### config.mk
export PLATFORM = sky130hd
export DESIGN_NAME = alu_16
export DESIGN_NICKNAME = d
export VERILOG_FILES = /design/src/rtl/alu_16.sv
export SDC_FILE = /design/constraint.sdc
export NUM_CORES = 1
export LEC_CHECK = 0
export ABC_AREA = 1
export CAP_MARGIN = 20
export CORE_MARGIN = 10
export CORE_UTILIZATION = 47
export CTS_CLUSTER_DIAMETER = 40
export DETAILED_ROUTE_END_ITERATION = 12
export PLACE_DENSITY = 0.71
export SLEW_MARGIN = 20
export SYNTH_ARGS = -nofsm -noshare
export SYNTH_HDL_FRONTEND = slang
export SYNTH_SLANG_ARGS = --single-unit
export TNS_END_PERCENT = 30
### constraint.sdc
create_clock -name clk -period 6.7 [get_ports clk]
set_clock_uncertainty 0.2 [all_clocks]
set_input_delay 1.34 -clock clk [delete_from_list [all_inputs] [get_ports clk]]
set_output_delay 1.34 -clock clk [all_outputs]
set_load 0.02 [all_outputs]
### src/rtl/alu_16.sv
`default_nettype none
// ============================================================================
//  Module   : alu_16
//  Purpose  : 16-bit registered ALU for the execute stage. Performs
//             arithmetic, logic, shift and rotate operations on A and B
//             (with optional carry-in) and registers the result together
//             with an x86-style flag vector one clock after sampling.
//  Ports    : clk    - system clock, rising-edge active
//             rst    - synchronous reset, active-high
//             A, B   - 16-bit operands
//             F      - 5-bit opcode
//             Cin    - carry/borrow input (ADC, SBB, RCL, RCR only)
//             Result - registered 16-bit result
//             Status - registered flags {CF, ZF, NF, VF, PF, AF}
//  Revision : 1.0  initial release
// ============================================================================
module alu_16 (
    input  logic        clk,
    input  logic        rst,
    input  logic [15:0] A,
    input  logic [15:0] B,
    input  logic [4:0]  F,
    input  logic        Cin,
    output logic [15:0] Result,
    output logic [5:0]  Status
);

    localparam logic [4:0] c_OP_MOV = 5'b00000;
    localparam logic [4:0] c_OP_INC = 5'b00001;
    localparam logic [4:0] c_OP_DEC = 5'b00011;
    localparam logic [4:0] c_OP_ADD = 5'b00100;
    localparam logic [4:0] c_OP_ADC = 5'b00101;
    localparam logic [4:0] c_OP_SUB = 5'b00110;
    localparam logic [4:0] c_OP_SBB = 5'b00111;
    localparam logic [4:0] c_OP_AND = 5'b01000;
    localparam logic [4:0] c_OP_OR  = 5'b01001;
    localparam logic [4:0] c_OP_XOR = 5'b01010;
    localparam logic [4:0] c_OP_NOT = 5'b01011;
    localparam logic [4:0] c_OP_SHL = 5'b10000;
    localparam logic [4:0] c_OP_SHR = 5'b10001;
    localparam logic [4:0] c_OP_SAL = 5'b10010;
    localparam logic [4:0] c_OP_SAR = 5'b10011;
    localparam logic [4:0] c_OP_ROL = 5'b10100;
    localparam logic [4:0] c_OP_ROR = 5'b10101;
    localparam logic [4:0] c_OP_RCL = 5'b10110;
    localparam logic [4:0] c_OP_RCR = 5'b10111;

    localparam logic [5:0] c_STATUS_RST = 6'b010010;

    logic [15:0] result_q;
    logic [5:0]  status_q;
    logic [15:0] result_d;
    logic [5:0]  status_d;

    logic [15:0] w_y;       // effective second operand
    logic        w_carry;   // carry/borrow actually used by the adder
    logic [16:0] w_sum;
    logic [16:0] w_diff;
    logic        w_cf;
    logic        w_vf;
    logic        w_af;

    // Only the two-operand arithmetic forms use B; INC/DEC use a constant 1.
    always_comb begin
        w_y = 16'h0001;
        if (F == c_OP_ADD || F == c_OP_ADC || F == c_OP_SUB || F == c_OP_SBB) begin
            w_y = B;
        end
    end

    assign w_carry = (F == c_OP_ADC || F == c_OP_SBB) ? Cin : 1'b0;

    // Bit 16 of the sum is the carry out; bit 16 of the difference is the
    // borrow, because a wrap below zero sets it in the 17-bit result.
    assign w_sum  = {1'b0, A} + {1'b0, w_y} + {16'd0, w_carry};
    assign w_diff = {1'b0, A} - {1'b0, w_y} - {16'd0, w_carry};

    always_comb begin
        result_d = 16'h0000;
        w_cf     = 1'b0;
        w_vf     = 1'b0;
        w_af     = 1'b0;
        case (F)
            c_OP_MOV: result_d = A;
            c_OP_INC, c_OP_ADD, c_OP_ADC: begin
                result_d = w_sum[15:0];
                w_cf     = w_sum[16];
                w_vf     = (A[15] == w_y[15]) && (w_sum[15] != A[15]);
                w_af     = A[4] ^ w_y[4] ^ w_sum[4];
            end
            c_OP_DEC, c_OP_SUB, c_OP_SBB: begin
                result_d = w_diff[15:0];
                w_cf     = w_diff[16];
                w_vf     = (A[15] != w_y[15]) && (w_diff[15] != A[15]);
                w_af     = A[4] ^ w_y[4] ^ w_diff[4];
            end
            c_OP_AND: result_d = A & B;
            c_OP_OR:  result_d = A | B;
            c_OP_XOR: result_d = A ^ B;
            c_OP_NOT: result_d = ~A;
            c_OP_SHL, c_OP_SAL: begin
                result_d = {A[14:0], 1'b0};
                w_cf     = A[15];
            end
            c_OP_SHR: begin
                result_d = {1'b0, A[15:1]};
                w_cf     = A[0];
            end
            c_OP_SAR: begin
                result_d = {A[15], A[15:1]};
                w_cf     = A[0];
            end
            c_OP_ROL: begin
                result_d = {A[14:0], A[15]};
                w_cf     = A[15];
            end
            c_OP_ROR: begin
                result_d = {A[0], A[15:1]};
                w_cf     = A[0];
            end
            c_OP_RCL: begin
                result_d = {A[14:0], Cin};
                w_cf     = A[15];
            end
            c_OP_RCR: begin
                result_d = {Cin, A[15:1]};
                w_cf     = A[0];
            end
            default: result_d = 16'h0000;
        endcase

        // Shifts and rotates report a sign change between input and output.
        if (F[4:3] == 2'b10) begin
            w_vf = A[15] ^ result_d[15];
        end

        status_d = {w_cf,
                    (result_d == 16'h0000),
                    result_d[15],
                    w_vf,
                    ~^result_d[7:0],
                    w_af};
    end

    always_ff @(posedge clk) begin
        if (rst) begin
            result_q <= 16'h0000;
            status_q <= c_STATUS_RST;
        end else begin
            result_q <= result_d;
            status_q <= status_d;
        end
    end

    assign Result = result_q;
    assign Status = status_q;

endmodule
`default_nettype wire

==> results of run 1 <==
## power breakdown
group          internal (mW)  switching, mW  leakage, nW
combinational          0.126          0.205         2.60
sequential             0.136        0.00330        0.173
clock                 0.0425         0.0440       0.0228
## worst min path at each step
stage                     end  slack, ps
finish              Result[3]       1740
global route        Result[2]       1760
CTS                 Result[3]       1730
detailed placement  Status[0]       1940
global placement    Result[8]       1940
floorplan           Result[0]       1380
## cell type report
class | instances | area [um^2]
flip-flops and latches | 21 | 420
repair buffers | 61 | 611
multi-input cells | 580 | 3530
fillers | 1025 | 4350
well taps | 133 | 166
clock buffers | 4 | 45.0
inverters | 150 | 563
## registers in the layout (all words and copies together) (netlist names)
| signal | count |
|---|---|
| Result | 15 |
| Status | 6 |
## layer usage
metal / up-vias / track usage, %
li1: 2566 / -
met1: 2363 / 28.3
met2: 251 / 34.5
met3: 31 / 2.69
met4: 0 / 6.79
met5: - / 0
## kinds of logic (layout without fill, tap and decap cells)
family / Yosys count / after routing / synth area share (%)
compound gates: 112 / 112 / 15.1
flops: 21 / 21 / 9.11
buf+inv: 163 / 215 / 14.5
simple gates: 377 / 377 / 36.5
fa+ha+maj: 85 / 85 / 23.7
xor+xnor: 6 / 6 / 1.14
## cell usage in the layout, fill, tap and decap left out, types with 5 or more instances in the layout
master,netlist,layout
a21oi_1,29,29
clkdlybuf4s50_1,0,61
dfxtp_1,21,21
ha_1,81,81
inv_1,141,141
inv_2,8,8
nand2_1,185,185
nand2_2,9,9
nand3_1,57,57
nand4_1,12,12
nor2_1,77,77
nor3_1,13,13
o2111ai_1,5,5
o211ai_1,9,9
o21ai_0,25,25
o21ai_1,5,5
o21bai_1,7,7
o22ai_1,16,16
## per-stage QoR
step	total power, mW	cell area, um^2	setup slack (ps)	utilization, %
global placement	0.462	5290	1370	54.6
floorplan	0.353	4620	2280	-
finish	0.557	5330	1480	55.1
global route	0.604	5330	1150	55.1
detailed placement	0.468	5290	1270	54.6
CTS	0.557	5330	1560	55.1
==> impl_metrics.py, run 1 <==
metrics = {
    "global_route": {
        "overflow": 0,
        "antenna_found_initial": 0,
        "grt_pass1_wl_um": 25300,
        "globalRouteTotalUtil_pct": 21.2,
        "grt_max_degree": 17,
        "grt_pass1_vias": 5040,
    },
    "clocking": {
        "cts_setup_buffers": 0,
        "cts.reportedPaths.clkPinSlew_ps": 80,
        "clock-sinks": 21,
        "root_buffer": "clkbuf_8",
        "holdBufCountCts": 0,
        "cts_tree": "done",
        "cts_buffer_depth": 2,
        "cts_resized": 0,
        "htreeDepth": 1,
        "numCtsBuffers": 3,
    },
    "layout": {
        "fin_nets": 942,
        "syn_to_final_growth_pct": 15.5,
        "n_antenna_cell": 0,
        "drive_above_1_share_pct": 5.02,
        "final_cells": 949,
    },
    "synthesis": {
        "ys_top_cells_by_area": "ha_1 (22%), nand2_1 (15%), inv_1 (11%)",
        "synth_edf_count": 0,
        "ys_top_cells_by_count": "nand2_1 (185), inv_1 (141), ha_1 (81)",
        "yosysMostFrequentCell": "nand2_1",
        "ys_seq_area_share_pct": 9.11,
        "syn-num-nets": 889,
        "synth_flop_cell": "dfxtp_1",
        "synth_top_area_share_pct": 22.0,
        "syn-mean-instance-area_um2": 6.04,
        "synth_cells": 764,
        "netlist_area_um2": 4620,
        "synth.distinct_cells": 47,
        "yosys_warnings": 0,
        "yosys.area.top_type": "ha_1",
        "async_flop_share_pct": 0,
        "ys_seq_elements": 21,
    },
    "worst_setup_path": {
        "cp-start-kind": "primary input",
        "crit_chain": "clkdlybuf4s50_1 > inv_2 > nand2_1 > nor2_1 > inv_1 > nor2_1 > fa_1 > inv_1 > ha_1 > o21ai_0 > nand2_1 > nand2_1 > nand2_1 > a21oi_1 > o21ai_0 > nand3_1 > inv_1 > ha_1 > xnor2_1 > inv_1 > a21oi_1 > o21ai_0",
        "cp.arrival_ps": 5170,
        "cp-end-kind": "register",
        "cp_slowest_cell": "fa_1",
        "crit_cells": 22,
        "cpPeakStageDelay_ps": 570,
        "crit_buf_inv": 6,
        "crit_required_ps": 6660,
        "crit_family": "buffers and inverters",
        "startpoint": "F[3]",
        "crit_type": "in -> reg",
        "crit_end": "Status[1]",
        "cp_max_fo": 16,
    },
    "timing": {
        "finalCriticalPeriod_ps": 5220,
        "hold_viol_final": 0,
        "layout_worst_path_cycle_share_pct": 77.9,
        "tightestPinTransition_ps": 709,
        "setup_viol": 0,
        "slew_headroom_pct": 52.7,
        "setup_tns_ps": 0,
        "max_freq_mhz": 192,
        "finalMaxSlewViolations": 0,
        "hold_slack_ps": 1740,
        "rsz0062_at_grt": "no",
    },
    "pwr": {
        "p_leak_nw": 2.80,
        "power-per-cell-area_nw_per_um2": 104,
        "vdd_drop_max_v": 0.0000688,
    },
    "routing": {
        "first_pass_iters": 5,
        "highest_layer": "met4",
        "drc": 0,
        "drtIter0Drc": 416,
        "vias": 5211,
        "met1_length_um": 7070,
        "route.met2.wl_um": 6900,
        "postRouteAntennaNets": 0,
        "routedWlPerCell_um": 16.4,
        "wl_um": 15600,
        "vias_per_cell": 5.49,
        "met3RoutedLength_um": 1220,
    },
    "hold_path": {
        "holdCritStartpoint": "rst",
        "holdPathStages": 2,
        "hold_class": "in -> reg",
    },
    "die": {
        "core_area_um2": 9680,
        "dieArea_um2": 14200,
        "top_level_ports": 62,
        "initial_core_util_pct": 47.7,
        "die_height_um": 119,
        "die_w_um": 119,
        "rows": 36,
    },
    "placement": {
        "gp_congestion": 0.982,
        "post-place-cells": 945,
        "io_buffer_count": 61,
        "dp_hpwl_um": 13200,
    },
    "status": {
        "outcome": "completed",
    },
    "job": {
        "cap_violations": 0,
    },
}
(Power assumes the default switching activity.)
==> run 2: changes to the inputs <==
--- a/config.mk
+++ b/config.mk
@@ -11,7 +11,7 @@
 export CORE_UTILIZATION = 47
 export CTS_CLUSTER_DIAMETER = 40
 export DETAILED_ROUTE_END_ITERATION = 12
-export PLACE_DENSITY = 0.71
+export PLACE_DENSITY = 0.74
 export SLEW_MARGIN = 20
 export SYNTH_ARGS = -nofsm -noshare
 export SYNTH_HDL_FRONTEND = slang
==> constraint.sdc (replaced) <==
create_clock -name clk -period 4.65 [get_ports clk]
set_clock_uncertainty 0.2 [all_clocks]
set_input_delay 0.93 -clock clk [delete_from_list [all_inputs] [get_ports clk]]
set_output_delay 0.93 -clock clk [all_outputs]
set_load 0.02 [all_outputs]
==> impl_metrics.py, run 2 (synthesis gave the netlist of run 1 again) <==
metrics = {
    "routing": {
        "vias": 5158,
        "postRouteAntennaNets": 0,
        "drc": 0,
        "first_pass_iters": 5,
        "drtIter0Drc": 436,
        "vias_per_cell": 5.33,
        "routedWlPerCell_um": 15.5,
        "wl_um": 15000,
    },
    "timing": {
        "slew_headroom_pct": 66.1,
        "hold_viol_final": 0,
        "finalCriticalPeriod_ps": 4360,
        "layout_worst_path_cycle_share_pct": 93.8,
        "tightestPinTransition_ps": 508,
        "hold_slack_ps": 1350,
        "max_freq_mhz": 229,
        "finalMaxSlewViolations": 0,
        "setup_viol": 0,
    },
    "layout": {
        "final_cell_mix": "nand2_1 (185), inv_1 (141), ha_1 (79)",
        "drive_above_1_share_pct": 7.90,
        "largest_register_ffs": 15,
        "fin_nets": 961,
        "nFillCells": 966,
        "final_cells": 968,
        "syn_to_final_growth_pct": 19.4,
        "final_cell_area_um2": 5510,
        "n_antenna_cell": 0,
        "final_common_cell": "nand2_1",
    },
    "die": {
        "die_w_um": 119,
        "die_height_um": 119,
        "initial_core_util_pct": 47.7,
        "top_level_ports": 62,
        "rows": 36,
        "core_area_um2": 9680,
        "dieArea_um2": 14200,
    },
    "clocking": {
        "cts_buffer_depth": 2,
        "root_buffer": "clkbuf_8",
        "htreeDepth": 1,
        "cts.reportedPaths.clkPinSlew_ps": 80,
        "numCtsBuffers": 3,
        "cts_tree": "done",
        "clock-sinks": 21,
    },
    "pwr": {
        "p_leak_nw": 2.89,
        "power-per-cell-area_nw_per_um2": 148,
        "vdd_drop_max_v": 0.0000859,
    },
    "global_route": {
        "grt_pass1_vias": 4934,
        "grt_pass1_wl_um": 24500,
        "grt_max_degree": 17,
        "overflow": 0,
        "globalRouteTotalUtil_pct": 20.5,
        "antenna_found_initial": 0,
    },
    "hold_path": {
        "holdCritStartpoint": "F[3]",
        "holdPathStages": 6,
        "hold_class": "in -> reg",
        "hold_end": "Status[2]",
    },
    "worst_setup_path": {
        "cp_max_fo": 7,
        "cp-end-kind": "register",
        "crit_required_ps": 4660,
        "cp.arrival_ps": 4370,
        "crit_type": "in -> reg",
        "cp-start-kind": "primary input",
    },
    "job": {
        "cap_violations": 0,
    },
    "status": {
        "outcome": "completed",
    },
    "placement": {
        "place_area_um2": 5420,
        "post-place-cells": 963,
        "dp_hpwl_um": 12600,
        "io_buffer_count": 61,
        "gp_congestion": 0.980,
    },
}
## run 2: cell types whose count changed in the layout (fill, tap and decap cells not counted)
cell	before	now
ha_2	0	1
buf_4	0	18
nor2_4	3	4
ha_1	81	79
buf_8	0	1
nor2_1	77	73
ha_4	0	1
nor2_2	4	7
## run 2: worst max-delay path, stage by stage
cell and delay (ps):
clkdlybuf4s50_1 430, inv_2 80, nand2_1 90, nor2_2 120, inv_1 100, buf_8 150
nor2_1 120, inv_1 110, fa_1 460, buf_4 170, inv_1 50, nor2_1 30
o21ai_0 350, o2111ai_1 200, nor3_2 210, ha_1 200, nand4_1 140, nor2_1 190
nand3_1 100, o21bai_1 130
## run 2: worst max-delay path by stage
stage                end  from  slack (ps)  depth (start not counted)
2_1_floorplan  Status[1]  F[3]         640                         24
3_3_place_gp   Status[1]  F[3]          70                         24
3_5_place_dp   Status[1]  F[3]           5                         24
4_1_cts        Status[1]  F[3]         290                         25
5_1_grt        Status[1]  F[3]         -20                         25
6_report       Status[4]  F[3]         290                         20
## run 2: report_power, final
| part | total (mW) | switching [mW] | internal [mW] |
|---|---|---|---|
| combinational | 0.492 | 0.296 | 0.196 |
| sequential | 0.202 | 0.00551 | 0.197 |
| clock | 0.125 | 0.0632 | 0.0613 |
| total | 0.818 | 0.364 | 0.454 |
## run 2: area by class of cell
cell class / instances / area [um^2] / share of cell area [%]
multi-input combinational: 580 / 3560 / 64.5
tap: 133 / 166 / 3.02
clock buffer: 4 / 45.0 / 0.817
sequential: 21 / 420 / 7.63
timing repair buffer: 80 / 761 / 13.8
inverter: 150 / 563 / 10.2
## run 2: per-layer routing
layer	track usage, %	vias to the layer above	part of all wire (%)
met4	6.11	0	1.9
met5	0	-	0
met1	27.4	2334	46
met3	3.45	21	7.3
li1	-	2625	-
met2	33.0	178	44
## run 2: metrics by stage
step                      TNS, ps  total power [mW]  setup slack, ps  utilization (%)
after floorplan                 0             0.509              644                -
after global placement          0             0.682             69.0             56.0
after detailed placement        0             0.686             4.65             56.0
after CTS                       0             0.815              294             56.4
after global routing        -30.5             0.888            -19.6             56.9
final                           0             0.818              287             56.9
## run 2: what timing repair did
| item | CTS | global route |
|---|---|---|
| setup endpoints to repair | 0 | 2 |
| resized for setup | 0 | 9 |
| hold buffers | 0 | 0 |
| setup buffers | 0 | 1 |
==> run 3: changes to the inputs <==
--- a/config.mk
+++ b/config.mk
@@ -8,10 +8,10 @@
 export ABC_AREA = 1
 export CAP_MARGIN = 20
 export CORE_MARGIN = 10
-export CORE_UTILIZATION = 47
+export CORE_UTILIZATION = 35
 export CTS_CLUSTER_DIAMETER = 40
 export DETAILED_ROUTE_END_ITERATION = 12
-export PLACE_DENSITY = 0.74
+export PLACE_DENSITY = 0.58
 export SLEW_MARGIN = 20
 export SYNTH_ARGS = -nofsm -noshare
 export SYNTH_HDL_FRONTEND = slang
==> impl_metrics.py, run 3 (synthesis gave the netlist of run 1 again) <==
metrics = {
    "worst_setup_path": {
        "cp_slowest_cell": "clkdlybuf4s50_1",
        "cpPeakStageDelay_ps": 490,
        "cp-start-kind": "primary input",
        "crit_type": "in -> reg",
        "cp_max_fo": 3,
        "crit_required_ps": 4600,
        "crit_buf_inv": 4,
        "crit_chain": "clkdlybuf4s50_1 > inv_2 > nor2_1 > nand3_1 > fa_1 > fa_1 > inv_1 > nand2_1 > nand3_1 > xor2_1 > nor2_1 > nor3_1 > ha_1 > xnor2_1 > inv_1 > a21oi_1 > o21ai_0",
        "cp.arrival_ps": 4260,
        "cp-end-kind": "register",
        "crit_family": "adder cells",
    },
    "timing": {
        "setup_viol": 0,
        "finalMaxSlewViolations": 0,
        "hold_viol_final": 0,
        "setup_tns_ps": 0,
        "hold_slack_ps": 1170,
        "max_freq_mhz": 232,
        "rsz0062_at_grt": "no",
        "layout_worst_path_cycle_share_pct": 92.7,
        "slew_headroom_pct": 64.6,
        "finalCriticalPeriod_ps": 4310,
        "tightestPinTransition_ps": 528,
        "setup_slack_ps": 339,
    },
    "placement": {
        "place_area_um2": 5550,
        "post-place-cells": 1012,
        "gp_congestion": 0.974,
        "io_buffer_count": 61,
        "dp_slack_ps": 19.0,
        "dp_hpwl_um": 13300,
    },
    "global_route": {
        "grt_pass1_vias": 4973,
        "globalRouteTotalUtil_pct": 17.1,
        "overflow": 0,
        "grt_pass1_wl_um": 25400,
        "antenna_found_initial": 0,
        "grt_max_degree": 17,
    },
    "die": {
        "die_w_um": 135,
        "initial_core_util_pct": 36.1,
        "die_height_um": 135,
        "core_area_um2": 12800,
        "rows": 41,
        "dieArea_um2": 18200,
        "top_level_ports": 62,
    },
    "layout": {
        "final_cell_mix": "nand2_1 (185), inv_1 (141), ha_1 (81)",
        "fin_nets": 970,
        "final_cell_area_um2": 5630,
        "syn_to_final_growth_pct": 22.0,
        "n_antenna_cell": 0,
        "final_common_cell": "nand2_1",
        "final_core_util_pct": 44.1,
        "final_cells": 1016,
        "nFillCells": 1401,
        "largest_register_ffs": 15,
        "drive_above_1_share_pct": 8.41,
    },
    "clocking": {
        "cts_buffer_depth": 2,
        "cts.reportedPaths.clkPinSlew_ps": 60,
        "numCtsBuffers": 3,
        "cts_setup_buffers": 0,
        "clock-sinks": 21,
        "htreeDepth": 1,
        "root_buffer": "clkbuf_16",
        "cts_resized": 0,
        "holdBufCountCts": 0,
        "cts_tree": "done",
    },
    "pwr": {
        "power-per-cell-area_nw_per_um2": 158,
        "total_power_mw": 0.890,
        "vdd_drop_max_v": 0.000110,
        "p_leak_nw": 2.95,
    },
    "routing": {
        "first_pass_iters": 5,
        "drc": 0,
        "wl_um": 15500,
        "postRouteAntennaNets": 0,
        "vias_per_cell": 4.95,
        "routedWlPerCell_um": 15.2,
        "vias": 5029,
        "drtIter0Drc": 374,
    },
    "hold_path": {
        "hold_class": "in -> reg",
    },
    "job": {
        "cap_violations": 0,
    },
    "status": {
        "outcome": "completed",
    },
}
## run 3: final timing paths
check | from | to | slack (ps) | cells after the start
setup / recovery | F[0] | Status[1] | 340 | 17
hold / removal | rst | Result[1] | 1170 | 3
## run 3: routing by layer
| metal | track usage [%] | vias up | routed length, um |
|---|---|---|---|
| li1 | - | 2625 | - |
| met1 | 23.0 | 2252 | 7310 |
| met2 | 28.6 | 137 | 7260 |
| met3 | 1.34 | 15 | 706 |
| met4 | 4.59 | 0 | 201 |
| met5 | 0 | - | 0 |
## run 3: final cells by class
cell class / instances / area [um^2] / area share, %
clock buffers: 4 / 78.8 / 1.40
flip-flops and latches: 21 / 420 / 7.47
multi-input cells: 580 / 3530 / 62.7
inverters: 150 / 563 / 10.0
well taps: 172 / 215 / 3.82
repair buffers: 89 / 821 / 14.6
## run 3: report_power, final
group	switching, mW	internal, mW	leakage, nW
Combinational	0.297	0.200	2.73
Sequential	0.00383	0.197	0.173
Clock	0.0757	0.117	0.0382
